File: src/rtl/flags_ctx_stack_pkg.sv
// Shared flag-bit indices, default sizes and the push/pop opcode used by the
// flags context stack, ALU and branch unit.
package flags_ctx_stack_pkg;

  localparam int FLAG_Z = 0;
  localparam int FLAG_S = 1;
  localparam int FLAG_O = 2;
  localparam int FLAG_C = 3;

  localparam int DEFAULT_NUM_FLAGS   = 4;
  localparam int DEFAULT_STACK_DEPTH = 4;

  // Encoding is {pop, push} so the opcode falls straight out of the two strobes.
  typedef enum logic [1:0] {
    OP_NONE = 2'b00,
    OP_PUSH = 2'b01,
    OP_POP  = 2'b10,
    OP_HOLD = 2'b11
  } stack_op_e;

  function automatic stack_op_e decode_op(input logic push, input logic pop);
    return stack_op_e'({pop, push});
  endfunction

endpackage

File: src/rtl/flags_ctx_stack_if.sv
// Control/status bundle between the control unit (master) and the flags context stack (slave).
// All requests are single-cycle strobes; there is no handshake or back-pressure.
interface flags_ctx_stack_if #(
  parameter int NUM_FLAGS   = 4,
  parameter int STACK_DEPTH = 4
) ();
  localparam int CW = $clog2(STACK_DEPTH + 1);

  logic                 flags_write;
  logic [NUM_FLAGS-1:0] flags_mask;
  logic [NUM_FLAGS-1:0] flags_in;
  logic                 push;
  logic                 pop;
  logic                 err_clr;

  logic [NUM_FLAGS-1:0] flags_out;
  logic                 zf;
  logic                 sf;
  logic                 of;
  logic [CW-1:0]        depth;
  logic                 stack_full;
  logic                 stack_empty;
  logic                 ovf_err;
  logic                 unf_err;

  modport master (
    output flags_write, flags_mask, flags_in, push, pop, err_clr,
    input  flags_out, zf, sf, of, depth, stack_full, stack_empty, ovf_err, unf_err
  );

  modport slave (
    input  flags_write, flags_mask, flags_in, push, pop, err_clr,
    output flags_out, zf, sf, of, depth, stack_full, stack_empty, ovf_err, unf_err
  );
endinterface

File: src/rtl/flags_ctx_stack_lifo.sv
// Flop-based LIFO of saved flag contexts with saturating depth counter and sticky
// overflow/underflow errors; one-cycle push/pop, never stalls.
module flags_lifo
  import flags_ctx_stack_pkg::*;
#(
  parameter int NUM_FLAGS   = DEFAULT_NUM_FLAGS,
  parameter int STACK_DEPTH = DEFAULT_STACK_DEPTH
) (
  input  logic                 clk,
  input  logic                 rst,
  input  logic                 push_i,
  input  logic                 pop_i,
  input  logic                 err_clr_i,
  input  logic [NUM_FLAGS-1:0] push_dat_i,
  output logic [NUM_FLAGS-1:0] top_dat_o,
  output logic                 pop_ok_o,
  output logic [$clog2(STACK_DEPTH+1)-1:0] depth_o,
  output logic                 full_o,
  output logic                 empty_o,
  output logic                 ovf_err_o,
  output logic                 unf_err_o
);
  localparam int CW = $clog2(STACK_DEPTH + 1);

  logic [NUM_FLAGS-1:0] stack_q [STACK_DEPTH];
  logic [NUM_FLAGS-1:0] stack_d [STACK_DEPTH];
  logic [CW-1:0]        depth_q, depth_d;
  logic                 ovf_q, ovf_d;
  logic                 unf_q, unf_d;
  logic                 full, empty, push_ok, pop_ok;
  stack_op_e            op;

  always_comb begin
    op      = decode_op(push_i, pop_i);
    full    = (depth_q == CW'(STACK_DEPTH));
    empty   = (depth_q == '0);
    push_ok = (op == OP_PUSH) && !full;
    pop_ok  = (op == OP_POP) && !empty;

    depth_d = depth_q;
    if (push_ok) begin
      depth_d = depth_q + CW'(1);
    end else if (pop_ok) begin
      depth_d = depth_q - CW'(1);
    end

    // Entries at or above depth are left as-is; only the slot being pushed is written.
    stack_d = stack_q;
    for (int i = 0; i < STACK_DEPTH; i++) begin
      if (push_ok && depth_q == CW'(i)) begin
        stack_d[i] = push_dat_i;
      end
    end

    top_dat_o = '0;
    for (int i = 0; i < STACK_DEPTH; i++) begin
      if (depth_q == CW'(i + 1)) begin
        top_dat_o = stack_q[i];
      end
    end

    // A new error wins over a same-cycle clear.
    ovf_d = (ovf_q && !err_clr_i) || ((op == OP_PUSH) && full);
    unf_d = (unf_q && !err_clr_i) || ((op == OP_POP) && empty);
  end

  always_ff @(posedge clk) begin
    if (rst) begin
      for (int i = 0; i < STACK_DEPTH; i++) begin
        stack_q[i] <= '0;
      end
      depth_q <= '0;
      ovf_q   <= 1'b0;
      unf_q   <= 1'b0;
    end else begin
      stack_q <= stack_d;
      depth_q <= depth_d;
      ovf_q   <= ovf_d;
      unf_q   <= unf_d;
    end
  end

  assign pop_ok_o  = pop_ok;
  assign depth_o   = depth_q;
  assign full_o    = full;
  assign empty_o   = empty;
  assign ovf_err_o = ovf_q;
  assign unf_err_o = unf_q;

endmodule

File: src/rtl/flags_ctx_stack.sv
// Live ALU flag register with masked write and LIFO save/restore for interrupt entry/return.
// Updates land one edge after the inputs are sampled; no back-pressure, every request completes.
module flags_ctx_stack
  import flags_ctx_stack_pkg::*;
#(
  parameter int NUM_FLAGS   = DEFAULT_NUM_FLAGS,
  parameter int STACK_DEPTH = DEFAULT_STACK_DEPTH
) (
  input  logic             clk,
  input  logic             rst,
  flags_ctx_stack_if.slave ctl_if
);
  localparam int CW = $clog2(STACK_DEPTH + 1);

  logic [NUM_FLAGS-1:0] flags_q, flags_d;
  logic [NUM_FLAGS-1:0] top_dat;
  logic                 pop_ok;
  logic [CW-1:0]        depth;
  logic                 full, empty, ovf_err, unf_err;

  flags_lifo #(
    .NUM_FLAGS  (NUM_FLAGS),
    .STACK_DEPTH(STACK_DEPTH)
  ) u_lifo (
    .clk       (clk),
    .rst       (rst),
    .push_i    (ctl_if.push),
    .pop_i     (ctl_if.pop),
    .err_clr_i (ctl_if.err_clr),
    .push_dat_i(flags_q),
    .top_dat_o (top_dat),
    .pop_ok_o  (pop_ok),
    .depth_o   (depth),
    .full_o    (full),
    .empty_o   (empty),
    .ovf_err_o (ovf_err),
    .unf_err_o (unf_err)
  );

  // A successful restore overrides any same-cycle ALU write.
  always_comb begin
    flags_d = flags_q;
    if (pop_ok) begin
      flags_d = top_dat;
    end else if (ctl_if.flags_write) begin
      flags_d = (flags_q & ~ctl_if.flags_mask) | (ctl_if.flags_in & ctl_if.flags_mask);
    end
  end

  always_ff @(posedge clk) begin
    if (rst) begin
      flags_q <= '0;
    end else begin
      flags_q <= flags_d;
    end
  end

  assign ctl_if.flags_out   = flags_q;
  assign ctl_if.zf          = flags_q[FLAG_Z];
  assign ctl_if.sf          = flags_q[FLAG_S];
  assign ctl_if.of          = flags_q[FLAG_O];
  assign ctl_if.depth       = depth;
  assign ctl_if.stack_full  = full;
  assign ctl_if.stack_empty = empty;
  assign ctl_if.ovf_err     = ovf_err;
  assign ctl_if.unf_err     = unf_err;

endmodule

File: src/flat_wrapper.sv
// flat-port wrapper written by rule: the top's interface ports become plain ports
module flags_ctx_stack_flat import flags_ctx_stack_pkg::*;
#(
  parameter int NUM_FLAGS   = DEFAULT_NUM_FLAGS,
  parameter int STACK_DEPTH = DEFAULT_STACK_DEPTH
)
  (clk, rst, ctl_if_flags_write, ctl_if_flags_mask, ctl_if_flags_in, ctl_if_push, ctl_if_pop, ctl_if_err_clr, ctl_if_flags_out, ctl_if_zf, ctl_if_sf, ctl_if_of, ctl_if_depth, ctl_if_stack_full, ctl_if_stack_empty, ctl_if_ovf_err, ctl_if_unf_err);
  flags_ctx_stack_if #(.NUM_FLAGS(NUM_FLAGS), .STACK_DEPTH(STACK_DEPTH)) ctl_if_i ();
  input  logic clk;
  input  logic rst;
  input wire logic [$bits(ctl_if_i.flags_write)-1:0] ctl_if_flags_write;
  input wire logic [$bits(ctl_if_i.flags_mask)-1:0] ctl_if_flags_mask;
  input wire logic [$bits(ctl_if_i.flags_in)-1:0] ctl_if_flags_in;
  input wire logic [$bits(ctl_if_i.push)-1:0] ctl_if_push;
  input wire logic [$bits(ctl_if_i.pop)-1:0] ctl_if_pop;
  input wire logic [$bits(ctl_if_i.err_clr)-1:0] ctl_if_err_clr;
  output wire logic [$bits(ctl_if_i.flags_out)-1:0] ctl_if_flags_out;
  output wire logic [$bits(ctl_if_i.zf)-1:0] ctl_if_zf;
  output wire logic [$bits(ctl_if_i.sf)-1:0] ctl_if_sf;
  output wire logic [$bits(ctl_if_i.of)-1:0] ctl_if_of;
  output wire logic [$bits(ctl_if_i.depth)-1:0] ctl_if_depth;
  output wire logic [$bits(ctl_if_i.stack_full)-1:0] ctl_if_stack_full;
  output wire logic [$bits(ctl_if_i.stack_empty)-1:0] ctl_if_stack_empty;
  output wire logic [$bits(ctl_if_i.ovf_err)-1:0] ctl_if_ovf_err;
  output wire logic [$bits(ctl_if_i.unf_err)-1:0] ctl_if_unf_err;
  assign ctl_if_i.flags_write = ctl_if_flags_write;
  assign ctl_if_i.flags_mask = ctl_if_flags_mask;
  assign ctl_if_i.flags_in = ctl_if_flags_in;
  assign ctl_if_i.push = ctl_if_push;
  assign ctl_if_i.pop = ctl_if_pop;
  assign ctl_if_i.err_clr = ctl_if_err_clr;
  assign ctl_if_flags_out = ctl_if_i.flags_out;
  assign ctl_if_zf = ctl_if_i.zf;
  assign ctl_if_sf = ctl_if_i.sf;
  assign ctl_if_of = ctl_if_i.of;
  assign ctl_if_depth = ctl_if_i.depth;
  assign ctl_if_stack_full = ctl_if_i.stack_full;
  assign ctl_if_stack_empty = ctl_if_i.stack_empty;
  assign ctl_if_ovf_err = ctl_if_i.ovf_err;
  assign ctl_if_unf_err = ctl_if_i.unf_err;
  flags_ctx_stack #(.NUM_FLAGS(NUM_FLAGS), .STACK_DEPTH(STACK_DEPTH)) u_core (.clk(clk), .rst(rst), .ctl_if(ctl_if_i));
endmodule
File: config.mk
export PLATFORM = sky130hd
export DESIGN_NAME = flags_ctx_stack_flat
export DESIGN_NICKNAME = d
export VERILOG_FILES = /design/src/rtl/flags_ctx_stack_pkg.sv /design/src/rtl/flags_ctx_stack_if.sv /design/src/rtl/flags_ctx_stack_lifo.sv /design/src/rtl/flags_ctx_stack.sv /design/src/flat_wrapper.sv
export SDC_FILE = /design/constraint.sdc
export NUM_CORES = 1
export LEC_CHECK = 0
export BUFFER_PORTS_ARGS = -buffer_cell sky130_fd_sc_hd__buf_2
export CAP_MARGIN = 25
export CORE_UTILIZATION = 37
export DETAILED_ROUTE_END_ITERATION = 7
export SKIP_LAST_GASP = 1
export SYNTH_ARGS = -nofsm -noshare
export SYNTH_HDL_FRONTEND = slang
export SYNTH_SLANG_ARGS = --single-unit
File: constraint.sdc
create_clock -name clk -period 2.3 [get_ports clk]
set_input_delay 0.23 -clock clk [delete_from_list [all_inputs] [get_ports clk]]
set_output_delay 0.23 -clock clk [all_outputs]
set_load 0.01 [all_outputs]
# Word level (Yosys, flattened, before mapping)
# Index checks and enable logic that the tools add are counted.
# classes
add_sub_neg,2
n_eq_ne,6
muxes,8
bitwise,4
reduce_logical,18
# ops
operator,n
$mux W4,6
$logic_and A1 B1 Y1,10
$and A4 B4 Y4,2
$eq A3 B2 Y1 const B,2
$mux W3,2
$not A4 Y4,1
$or A4 B4 Y4,1
$reduce_bool A2 Y1,2
$add A3 B1 Y3 const B,1
$eq A3 B1 Y1 const B,1
$eq A3 B3 Y1 const B,1
$logic_not A1 Y1,3
$logic_not A3 Y1,1
$sub A3 B1 Y3 const B,1
$eq A2 B1 Y1 const B,1
$eq A2 B2 Y1 const B,1
$logic_or A1 B1 Y1,2
# totals
ff_bits,25
inputBits,14
out_inout_bits,14
elab_cells,46

# Depth between registers and ports, before layout
# depth
ltp_word,6
ltp_mapped,7
mapped_depth_nobuf,6

# Cells and area by module
# A second synthesis with hierarchy kept.
# hier_totals
hier_cells,156
hier_area_um2,1406.3
# modules_own_cells
module,instances,cells_each,area_each_um2,seq_area_each_um2
flags_lifo,1,132,1142.3,420.4
flags_ctx_stack,1,24,264.0,80.1

# Worst setup path after synthesis
# OpenSTA, ideal clock, no wires.
# synth_timing
path_kind,reg2reg
startpoint,register u_core.u_lifo.depth_q[2] (netlist: u_core.u_lifo.depth_o[2])
endpoint,register with a tool-made name
setup_ns,0.074
arrival_time_ns,1.587
required_time_ns,2.226
path_slack_ns,0.639
path_stages_with_launch,8
path_buffers,1
synth_period_minus_slack_ns,1.661
path_cell_list,dfxtp_1 buf_6 inv_2 ha_1 nor4b_4 nand2_1 a221o_1 o21ai_0
# synth_lines
item,line_no,rtl
"start, declared",flags_ctx_stack_lifo.sv:27,"logic [CW-1:0] depth_q, depth_d;"
"start signal, assigned",flags_ctx_stack_lifo.sv:77,depth_q <= depth_d;

# Worst setup path in the final report
# layout_timing
startpoint,register u_core.u_lifo.depth_q[1] (netlist: u_core.u_lifo.depth_o[1])
endpoint,output port ctl_if_stack_empty
# layout_between
elab_chain_cells,1
# layout_rtl
item,line_no,rtl
$logic_not A3 Y1,flags_ctx_stack_lifo.sv:36,empty = (depth_q == '0);
"end, declared",flat_wrapper.sv:23,output wire logic [$bits(ctl_if_i.stack_empty)-1:0] ctl_if_stack_empty;
# Every way passes these cells.

==> flow_summary.yaml <==
status:
  status: "completed"
critical_path:
  required_ps: 2070
  rr_worst_depth: 6
  rr_startpoint: "u_core.u_lifo.depth_o[1]"
  crit_path_start_kind: "flip-flop"
  cp_slowest_stage_delay_ps: 460
  crit_type: "flip-flop to output pin"
  crit_start: "u_core.u_lifo.depth_o[1]"
  worst_path_most_repeated_cell: "inv_1"
  cp_slowest_cell: "ha_1"
  r2r_setup_slack_ps: 450
  cp.arrival_ps: 1670
  critical_path_peak_fanout: 14
  endpoint_kind: "output pin"
  path_cells: "inv_1, ha_1, nand2b_1, inv_1, buf_2"
run:
  maxCapViolations: 0
cells_and_area:
  final_area_mm2: 0.00154
  diodes: 0
  nFillCells: 340
  nets: 190
  finalNonFillerCells: 215
  drive_gt1_share_pct: 21.9
  syn_to_final_growth_pct: 13.3
sta:
  slew-limit-headroom_pct: 69.1
  clock_skew_ps: 2.03
  finalCritPeriodShare_pct: 82.4
  fin_crit_ps: 1900
  hold_viol_final: 0
  setup_viol: 0
  fmax_mhz: 528
  rsz0062_at_grt: "false"
  setup_tns_ps: 0
  maxSlewViolCount: 0
  worst_slew_pin_slew_ps: 463
  worst_hold_slack_ps: 255
global_route:
  grt_start_max_net_pins: 26
  track_usage_pct: 16.5
  grt_pass1_vias: 1029
  grt-ovfl-total: 0
  antenna_found_initial: 0
  grt_pass1_wl_mm: 5.18
place:
  io_buffers: 27
  dp_hpwl_mm: 2.30
  placed_area_mm2: 0.00150
  place_inst: 211
  place.gp.congestion: 0.833
floorplanning:
  core_area_mm2: 0.00344
  die_w_um: 62.7
  dieArea_mm2: 0.00393
  start_util_pct: 39.5
  io_pins: 28
  fp.dieH_um: 62.7
  num_rows: 21
min_path:
  min_from: "ctl_if_flags_in[3]"
  min-delay-path-class: "input port to flip-flop"
  min_delay_path_depth: 3
logic_synthesis:
  yosys-top-cells-area: "dfxtp_1 37%, mux2i_1 15%, ha_1 5.5%"
  synth.avg_cell_area_um2: 9.20
  synth_edf_count: 0
  synthesis.nets: 168
  synth_warnings: 0
  yosys.area.top_type_share_pct: 36.8
  ys_types: 39
  synth-seq-cells: 25
  syn-instance-count: 148
  ys_seq_area_share_pct: 36.8
  synthFlopType: "dfxtp_1"
  synth_largest_area_cell: "dfxtp_1"
  synthArstFlopShare_pct: 0
  synth_area_mm2: 0.00136
clock_network:
  clock_path_buffers: 2
  numCtsBuffers: 3
  clock_latency_ps: 260
  h-tree-depth: 1
  cts_setup_buffers: 0
  cts.sinks: 25
  cts_tree: "yes"
  clk_pin_slew_ps: 80
  cts.hold.buffers_added: 0
  root_buffer: "clkbuf_8"
  cts-resized-gates: 0
drt:
  vias: 1139
  wirelength_mm: 3.05
  viasPerCell: 5.30
  postRouteAntennaNets: 0
  firstDrtPassIters: 4
  drt_iter0_drc: 68
  detail_route.wl_per_cell_um: 14.2
  drc_errors: 0
power_and_ir_drop:
  powerDensity_mw_per_mm2: 769
  p_leak_nw: 0.678
  ir_drop_v: 0.000434
  power.total_w: 0.00119
## layer usage
layer	part of all wire (%)	vias to the layer above	track usage, %
met5	0	-	0
met3	3.7	2	3.28
met4	0.92	0	4.36
met2	46	29	25.1
li1	-	563	-
met1	49	545	23.6
## critical path, delay by kind of cell (launching register included)
kind,cells,cell delay (ps)
DFF,1,370
adders and majority gates,1,460
buffers and inverters,3,380
and+or+nand+nor,1,190
## how the worst max path moves through the flow
stage | to | depth (start not counted)
after floorplan | flip-flop | 7
after global placement | flip-flop | 6
after detailed placement | u_core.u_lifo.stack_q[13] | 6
after CTS | ctl_if_stack_full | 5
after global routing | ctl_if_stack_empty | 5
final | ctl_if_stack_empty | 5
## final cells by class
type / count / area [um2] / share of cell area (%)
Clock buffer: 4 / 45.0 / 2.92
Inverter: 7 / 26.3 / 1.70
Multi-Input combinational cell: 105 / 771 / 50.0
Sequential cell: 25 / 500 / 32.4
Tap cell: 46 / 57.6 / 3.73
Timing Repair Buffer: 28 / 143 / 9.25
## cells in the final DEF (no fill, tap or decap), types with 2 or more instances in the layout
master and count:
a21oi_1 2, inv_1 6, ha_1 6, xor2_1 2, clkbuf_8 3, nand2b_1 2, a221o_1 4, nor2_1 20
mux2i_1 20, a222oi_1 5, nor3b_1 3, a22oi_1 3, o21ai_0 4, nand2_1 13, buf_2 27, dfxtp_1 25
a31oi_1 2, or2b_1 2
## cell usage after synthesis (2+ instances only)
master,instances
o21ai_0,4
nand2_1,13
a222oi_1,5
buf_4,3
nand2b_1,2
mux2i_1,20
a31oi_1,2
buf_2,2
ha_1,6
a22oi_1,3
inv_1,6
dfxtp_1,25
clkbuf_1,4
a21oi_1,2
or2b_1,2
nor2_1,20
nor3b_1,3
a221o_1,4
xor2_1,2
## kinds of logic (layout without fill, tap and decap cells)
family,count (synthesis),in the layout,synth area share [%]
AND/OR/NAND/NOR,50,50,19.2
AO/OA/AOI/OAI,26,26,15.3
buffers and inverters,18,39,6.62
flip-flops,25,25,36.8
adder cells (fa/ha/maj),6,6,5.51
XOR/XNOR,3,3,1.93
multiplexers,20,20,14.7
## metrics by stage
step | util (%) | worst slack (ps)
2_1_floorplan | - | 639
3_3_place_gp | 43.5 | 529
3_5_place_dp | 43.5 | 472
4_1_cts | 44.8 | 398
5_1_grt | 44.8 | 265
6_report | 44.8 | 404
## power by group
part | internal (W) | switching, W | leakage [nW]
combinational | 0.000186 | 0.000253 | 0.453
sequential | 0.000460 | 0.0000368 | 0.203
clock | 0.000124 | 0.000126 | 0.0228
total | 0.000769 | 0.000416 | 0.678
No activity file was read; power rests on OpenSTA's default activity.
